[config.mk]
export PLATFORM = sky130hd
export DESIGN_NAME = reorder_buffer
export DESIGN_NICKNAME = d
export VERILOG_FILES = /design/src/rtl/rob_pkg.sv /design/src/rtl/reorder_buffer.sv
export SDC_FILE = /design/constraint.sdc
export NUM_CORES = 1
export LEC_CHECK = 0
export CAP_MARGIN = 15
export CELL_PAD_IN_SITES_DETAIL_PLACEMENT = 1
export CELL_PAD_IN_SITES_GLOBAL_PLACEMENT = 1
export CORE_MARGIN = 5
export CORE_UTILIZATION = 50
export DETAILED_ROUTE_END_ITERATION = 8
export PLACE_DENSITY = 0.76
export SYNTH_ARGS = -nofsm -noshare
export SYNTH_HDL_FRONTEND = slang
export SYNTH_SLANG_ARGS = --single-unit
[constraint.sdc]
create_clock -name clk -period 6.2 [get_ports clk]
set_clock_uncertainty 0.15 [all_clocks]
set_input_delay 1.24 -clock clk [delete_from_list [all_inputs] [get_ports clk]]
set_output_delay 1.24 -clock clk [all_outputs]
set_load 0.02 [all_outputs]
[src/rtl/rob_pkg.sv]
`default_nettype none
// ============================================================================
//  Module      : rob_pkg
//  Description : Shared types and constants for the reorder buffer: the
//                per-entry record, the buffer state encoding and the default
//                widths used by the buffer and its neighbours.
//  Revision    : 1.0  initial release
// ============================================================================
// The physical register count normally comes from nand_cpu.svh. A fallback
// keeps this package self-contained when that header is not on the path.
`ifndef NUM_REG
`define NUM_REG 32
`endif

package rob_pkg;

  localparam int ROB_DEPTH  = 16;
  localparam int ROB_TAG_W  = $clog2(ROB_DEPTH);
  localparam int ROB_VREG_W = 4;
  localparam int ROB_PREG_W = $clog2(`NUM_REG);

  typedef struct packed {
    logic                  valid;
    logic                  done;
    logic                  reg_write;
    logic [ROB_VREG_W-1:0] v_reg;
    logic [ROB_PREG_W-1:0] p_reg;
    logic [ROB_PREG_W-1:0] old_p_reg;
  } rob_entry_t;

  typedef enum logic [0:0] {
    NORMAL   = 1'b0,
    ROLLBACK = 1'b1
  } rob_state_t;

endpackage

`default_nettype wire

[src/rtl/reorder_buffer.sv]
`default_nettype none
// ============================================================================
//  Module      : reorder_buffer
//  Description : Circular in-order tracking buffer. Dispatch allocates at the
//                tail, execution marks entries done by tag, the head retires
//                in order and checks its superseded physical register back in.
//                A branch flush walks back from the tail one entry per cycle,
//                checking squashed registers in and emitting translation-table
//                restore writes.
//  Revision    : 1.0  initial release
//
//  Ports
//    clk, n_rst                 clock, asynchronous active-low reset
//    alloc_valid/alloc_ready    dispatch handshake (ready is combinational)
//    alloc_reg_write/v_reg/p_reg/old_p_reg   fields of the new entry
//    alloc_tag                  tag given to the entry (current tail)
//    complete_valid/complete_tag   execution finished an entry
//    flush_valid/flush_tag      squash everything younger than flush_tag
//    reg_commit/commit_addr     free-list check-in strobe (registered)
//    retire_valid               head retired on the previous edge
//    rb_valid/rb_v_reg/rb_p_reg translation restore write (registered)
//    busy                       walk-back in progress
// ============================================================================
module reorder_buffer
  import rob_pkg::*;
#(
  // Entry fields use the package widths; keep these at their defaults.
  parameter int DEPTH  = ROB_DEPTH,
  parameter int PREG_W = ROB_PREG_W,
  parameter int VREG_W = ROB_VREG_W
) (
  input  logic                     clk,
  input  logic                     n_rst,
  input  logic                     alloc_valid,
  output logic                     alloc_ready,
  input  logic                     alloc_reg_write,
  input  logic [VREG_W-1:0]        alloc_v_reg,
  input  logic [PREG_W-1:0]        alloc_p_reg,
  input  logic [PREG_W-1:0]        alloc_old_p_reg,
  output logic [$clog2(DEPTH)-1:0] alloc_tag,
  input  logic                     complete_valid,
  input  logic [$clog2(DEPTH)-1:0] complete_tag,
  input  logic                     flush_valid,
  input  logic [$clog2(DEPTH)-1:0] flush_tag,
  output logic                     reg_commit,
  output logic [PREG_W-1:0]        commit_addr,
  output logic                     retire_valid,
  output logic                     rb_valid,
  output logic [VREG_W-1:0]        rb_v_reg,
  output logic [PREG_W-1:0]        rb_p_reg,
  output logic                     busy
);

  localparam int TAG_W = $clog2(DEPTH);
  // One extra bit so that full and empty are distinct counts.
  localparam int CNT_W = TAG_W + 1;
  localparam logic [CNT_W-1:0] CNT_FULL = CNT_W'(DEPTH);

  rob_entry_t entries_q [DEPTH];
  rob_entry_t entries_d [DEPTH];

  rob_state_t         state_q, state_d;
  logic [TAG_W-1:0]   head_q, head_d;
  logic [TAG_W-1:0]   tail_q, tail_d;
  logic [CNT_W-1:0]   count_q, count_d;
  logic [TAG_W-1:0]   flush_tag_q, flush_tag_d;

  logic               reg_commit_q, reg_commit_d;
  logic [PREG_W-1:0]  commit_addr_q, commit_addr_d;
  logic               retire_valid_q, retire_valid_d;
  logic               rb_valid_q, rb_valid_d;
  logic [VREG_W-1:0]  rb_v_reg_q, rb_v_reg_d;
  logic [PREG_W-1:0]  rb_p_reg_q, rb_p_reg_d;

  logic [TAG_W-1:0]   pop_idx;
  logic [TAG_W-1:0]   stop_idx;
  logic               alloc_fire;
  rob_entry_t         head_entry;
  rob_entry_t         pop_entry;

  // pop_idx is the youngest live entry (tail-1); the walk-back ends once the
  // entry just above the surviving flush target has been popped.
  assign pop_idx    = tail_q - TAG_W'(1);
  assign stop_idx   = flush_tag_q + TAG_W'(1);
  assign head_entry = entries_q[head_q];
  assign pop_entry  = entries_q[pop_idx];

  assign alloc_ready = (state_q == NORMAL) && (count_q < CNT_FULL) && !flush_valid;
  assign alloc_fire  = alloc_valid && alloc_ready;
  assign alloc_tag   = tail_q;

  always_comb begin
    entries_d      = entries_q;
    state_d        = state_q;
    head_d         = head_q;
    tail_d         = tail_q;
    count_d        = count_q;
    flush_tag_d    = flush_tag_q;
    reg_commit_d   = 1'b0;
    commit_addr_d  = '0;
    retire_valid_d = 1'b0;
    rb_valid_d     = 1'b0;
    rb_v_reg_d     = '0;
    rb_p_reg_d     = '0;

    // Completion is applied first so that a pop of the same entry below
    // overrides it; completions to empty slots are dropped.
    if (complete_valid && entries_q[complete_tag].valid) begin
      entries_d[complete_tag].done = 1'b1;
    end

    case (state_q)
      NORMAL: begin
        if (flush_valid) begin
          // A flush naming the youngest entry squashes nothing.
          if (flush_tag != pop_idx) begin
            state_d     = ROLLBACK;
            flush_tag_d = flush_tag;
          end
        end else if ((count_q != '0) && head_entry.valid && head_entry.done) begin
          entries_d[head_q] = '0;
          head_d            = head_q + TAG_W'(1);
          count_d           = count_d - CNT_W'(1);
          retire_valid_d    = 1'b1;
          if (head_entry.reg_write) begin
            reg_commit_d  = 1'b1;
            commit_addr_d = head_entry.old_p_reg;
          end
        end

        if (alloc_fire) begin
          entries_d[tail_q] = '{valid:     1'b1,
                                done:      1'b0,
                                reg_write: alloc_reg_write,
                                v_reg:     alloc_v_reg,
                                p_reg:     alloc_p_reg,
                                old_p_reg: alloc_old_p_reg};
          tail_d  = tail_q + TAG_W'(1);
          count_d = count_d + CNT_W'(1);
        end
      end

      ROLLBACK: begin
        // Youngest-first, so the last restore per register is the oldest
        // squashed mapping.
        entries_d[pop_idx] = '0;
        tail_d             = pop_idx;
        count_d            = count_q - CNT_W'(1);
        if (pop_entry.reg_write) begin
          reg_commit_d  = 1'b1;
          commit_addr_d = pop_entry.p_reg;
          rb_valid_d    = 1'b1;
          rb_v_reg_d    = pop_entry.v_reg;
          rb_p_reg_d    = pop_entry.old_p_reg;
        end
        if (pop_idx == stop_idx) begin
          state_d = NORMAL;
        end
      end

      default: state_d = NORMAL;
    endcase
  end

  always_ff @(posedge clk or negedge n_rst) begin
    if (!n_rst) begin
      state_q        <= NORMAL;
      head_q         <= '0;
      tail_q         <= '0;
      count_q        <= '0;
      flush_tag_q    <= '0;
      reg_commit_q   <= 1'b0;
      commit_addr_q  <= '0;
      retire_valid_q <= 1'b0;
      rb_valid_q     <= 1'b0;
      rb_v_reg_q     <= '0;
      rb_p_reg_q     <= '0;
      for (int i = 0; i < DEPTH; i++) begin
        entries_q[i] <= '0;
      end
    end else begin
      state_q        <= state_d;
      head_q         <= head_d;
      tail_q         <= tail_d;
      count_q        <= count_d;
      flush_tag_q    <= flush_tag_d;
      reg_commit_q   <= reg_commit_d;
      commit_addr_q  <= commit_addr_d;
      retire_valid_q <= retire_valid_d;
      rb_valid_q     <= rb_valid_d;
      rb_v_reg_q     <= rb_v_reg_d;
      rb_p_reg_q     <= rb_p_reg_d;
      entries_q      <= entries_d;
    end
  end

  assign reg_commit   = reg_commit_q;
  assign commit_addr  = commit_addr_q;
  assign retire_valid = retire_valid_q;
  assign rb_valid     = rb_valid_q;
  assign rb_v_reg     = rb_v_reg_q;
  assign rb_p_reg     = rb_p_reg_q;
  assign busy         = (state_q == ROLLBACK);

`ifndef SYNTHESIS
  a_no_flush_in_rollback : assert property (
    @(posedge clk) disable iff (!n_rst) (state_q == ROLLBACK) |-> !flush_valid);
  a_flush_tag_live : assert property (
    @(posedge clk) disable iff (!n_rst)
      (flush_valid && state_q == NORMAL) |-> entries_q[flush_tag].valid);
`endif

endmodule

`default_nettype wire

==> results.py <==
metrics = {
    "global_routing": {
        "use_met1_pct": 40.35,
        "grtUsageMet3_pct": 6.869,
        "track_usage_pct": 29.27,
        "grt_max_degree": 111,
        "top_usage_layer": "met2",
        "first_global_vias": 12650,
        "grt_pass1_wl_microns": 79970,
        "gr-usage-met2_pct": 45.75,
        "grt_overflow": 0,
        "antenna_found_initial": 1,
    },
    "synthesis": {
        "synth_fp_nets": 1274,
        "synth.distinct_cells": 61,
        "dominantRegCellSynth": "dfrtp_1",
        "synth-simple-area-share_pct": 9.482,
        "ys_warn_count": 0,
        "synth_top_family_by_area": "compound AO/OA/AOI/OAI gates",
        "synth.most_common_cell": "dfrtp_1",
        "yosys_register_bits": 307,
        "synth.largest_area_cell": "dfrtp_1",
        "synthAdderAreaFrac_pct": 0.9467,
        "synth-async-reset-ratio_pct": 100.0,
        "synthTopCellsByCount": "dfrtp_1 (307), a22o_1 (150), mux4_2 (99)",
        "syn_avg_cell_area_sq_um": 12.85,
        "synth-edff-count": 0,
        "yosys-top-cells-area": "dfrtp_1 (48%), mux4_2 (14%), a22o_1 (8.3%)",
        "syn-instance-count": 1234,
        "synth_xor_xnor_area_share_pct": 1.270,
        "synth-compound-area-share_pct": 20.13,
        "synth_mux_area_share_pct": 16.03,
        "synth_top_area_share_pct": 48.44,
        "synth_area_sq_um": 15860,
        "seq_area_frac_synth_pct": 48.44,
    },
    "timing": {
        "rsz0062_at_grt": "false",
        "setup_viol": 0,
        "max_freq_ghz": 0.2420,
        "worstMarginPinSlew_ps": 1293,
        "timing.final.crit_period_ps": 4132,
        "drv_slew": 0,
        "finalSetupTns_ps": 0,
        "hold_viol_final": 0,
        "period_share_pct": 66.64,
        "slew_headroom_pct": 13.52,
    },
    "floorplanning": {
        "rows": 65,
        "die_h_microns": 188.1,
        "die_w_microns": 188.1,
        "start_util_pct": 50.39,
        "design.core.area_sq_um": 31470,
        "io_pins": 51,
        "dieArea_sq_um": 35380,
    },
    "drt": {
        "first_pass_iters": 5,
        "routed_wl_microns": 51520,
        "vias": 11880,
        "detail_route.wl_per_cell_microns": 30.85,
        "antenna_left": 0,
        "initialDrtViolationCount": 1031,
        "drc": 0,
        "via_per_inst": 7.116,
    },
    "worst_setup_path": {
        "critPathCapture": "entries_q[98]$_DFF_PN0_",
        "reg2reg_depth": 7,
        "cp-start-kind": "register",
        "startpoint": "head_q[0]$_DFFE_PN0P_",
        "cp.arrival_ps": 4430,
        "crit_path_end_kind": "register",
        "regToRegSetupSlack_ps": 2070,
        "path_class": "register to register",
        "worst-path-max-fanout": 22,
        "rr_endpoint": "entries_q[98]$_DFF_PN0_",
        "crit_required_ps": 6500,
        "rr_startpoint": "head_q[0]$_DFFE_PN0P_",
    },
    "cts": {
        "cts_root_buf": "clkbuf_16",
        "cts_buffer_depth": 3,
        "cts_setup_buffers": 0,
        "cts_tree": "yes",
        "numCtsBuffers": 36,
        "cts_num_sinks": 307,
        "cts_resized": 0,
        "htreeDepth": 2,
        "clk_pin_slew_worst_paths_ps": 60,
        "hold_buffers": 0,
        "clk_latency_ps": 520,
    },
    "worst_hold_path": {
        "hold_class": "register to register",
    },
    "layout": {
        "diodes": 0,
        "regMostFlops": "entries_q",
        "drive_above_1_share_pct": 19.40,
        "syn_to_final_growth_pct": 12.99,
        "fin_nets": 1282,
        "final_util_pct": 56.94,
        "fillers": 3032,
        "largest_register_ffs": 272,
    },
    "pwr": {
        "ir_drop_uv": 277.7,
        "p_leak_nw": 8.020,
        "power_density_nw_per_um2": 419.5,
    },
    "placement": {
        "dp_hpwl_microns": 31280,
        "io_buffers": 50,
        "gp_congestion": 0.8675,
    },
    "run_status": {
        "status": "finished, final reports clean",
    },
    "job": {
        "cap_violations": 0,
    },
}
-- how the worst min path moves through the flow --
stage,slack (ps),cells after the start,endpoint,from
floorplan,310,1,entries_q[243]$_DFF_PN0_,entries_q[243]$_DFF_PN0_
global route,360,1,entries_q[243]$_DFF_PN0_,entries_q[243]$_DFF_PN0_
finish,350,1,entries_q[124]$_DFF_PN0_,entries_q[124]$_DFF_PN0_
detailed placement,330,1,entries_q[245]$_DFF_PN0_,entries_q[245]$_DFF_PN0_
CTS,350,1,entries_q[248]$_DFF_PN0_,entries_q[248]$_DFF_PN0_
global placement,330,1,entries_q[245]$_DFF_PN0_,entries_q[245]$_DFF_PN0_
-- metrics by stage --
step                worst slack [ps]  instance area [sq um]  total power, mW  cells  hold slack [ps]
finish                          2068                  17920            7.518   1670            348.6
global route                    1879                  17920            7.851   1670            362.8
CTS                             2021                  17920            7.535   1670            348.1
detailed placement              1990                  16760            5.421   1606            330.7
global placement                2031                  16760            5.324   1606            326.9
floorplan                       1884                  15860            4.483   1234            310.8
-- power breakdown --
| part | switching (mW) | internal (mW) |
|---|---|---|
| logic | 1.59 | 1.12 |
| registers | 0.400 | 2.31 |
| clock network | 0.842 | 1.25 |
| total | 2.84 | 4.68 |
-- worst max-delay path, cell delays in order, from the launching register on --
cell and delay (ps):
dfrtp_2 790, buf_4 500, mux4_2 550, nand2_1 90, and4_1 570, nor2_1 150, a31oi_2 960, a22o_1 280
-- area by class of cell --
class	instances	area (sq um)	area share [%]
Inverter	14	52.55	0.2933
Clock inverter	7	71.32	0.3980
Tap cell	402	503.0	2.807
Sequential cell	307	7691	42.92
Timing Repair Buffer	92	833.3	4.650
Multi-Input combinational cell	791	7676	42.84
Clock buffer	57	1092	6.096
-- metal layers --
layer | routed length (microns) | vias to the layer above
li1 | - | 4850
met1 | 21180 | 6339
met2 | 24160 | 565
met3 | 4236 | 128
met4 | 1919 | 2
met5 | 13 | -
-- layout by cell type, fill, tap and decap left out, types with 19 or more instances in the layout --
cell / n
a211oi_1: 19
nor2_1: 26
nand2_1: 44
a21oi_1: 27
nand2b_1: 94
a32o_1: 90
dfrtp_1: 304
mux2i_1: 20
clkbuf_16: 38
a22o_1: 150
buf_4: 41
mux4_2: 99
nor2b_1: 35
clkdlybuf4s50_1: 49
-- kinds of logic (layout without fill, tap and decap cells) --
family / after synthesis / in the layout
mux: 129 / 129
flops: 307 / 307
compound gates: 366 / 366
xor+xnor: 23 / 23
fa+ha+maj: 12 / 12
simple gates: 261 / 261
buf+inv: 136 / 170
Power figures use the tool's default switching activity.
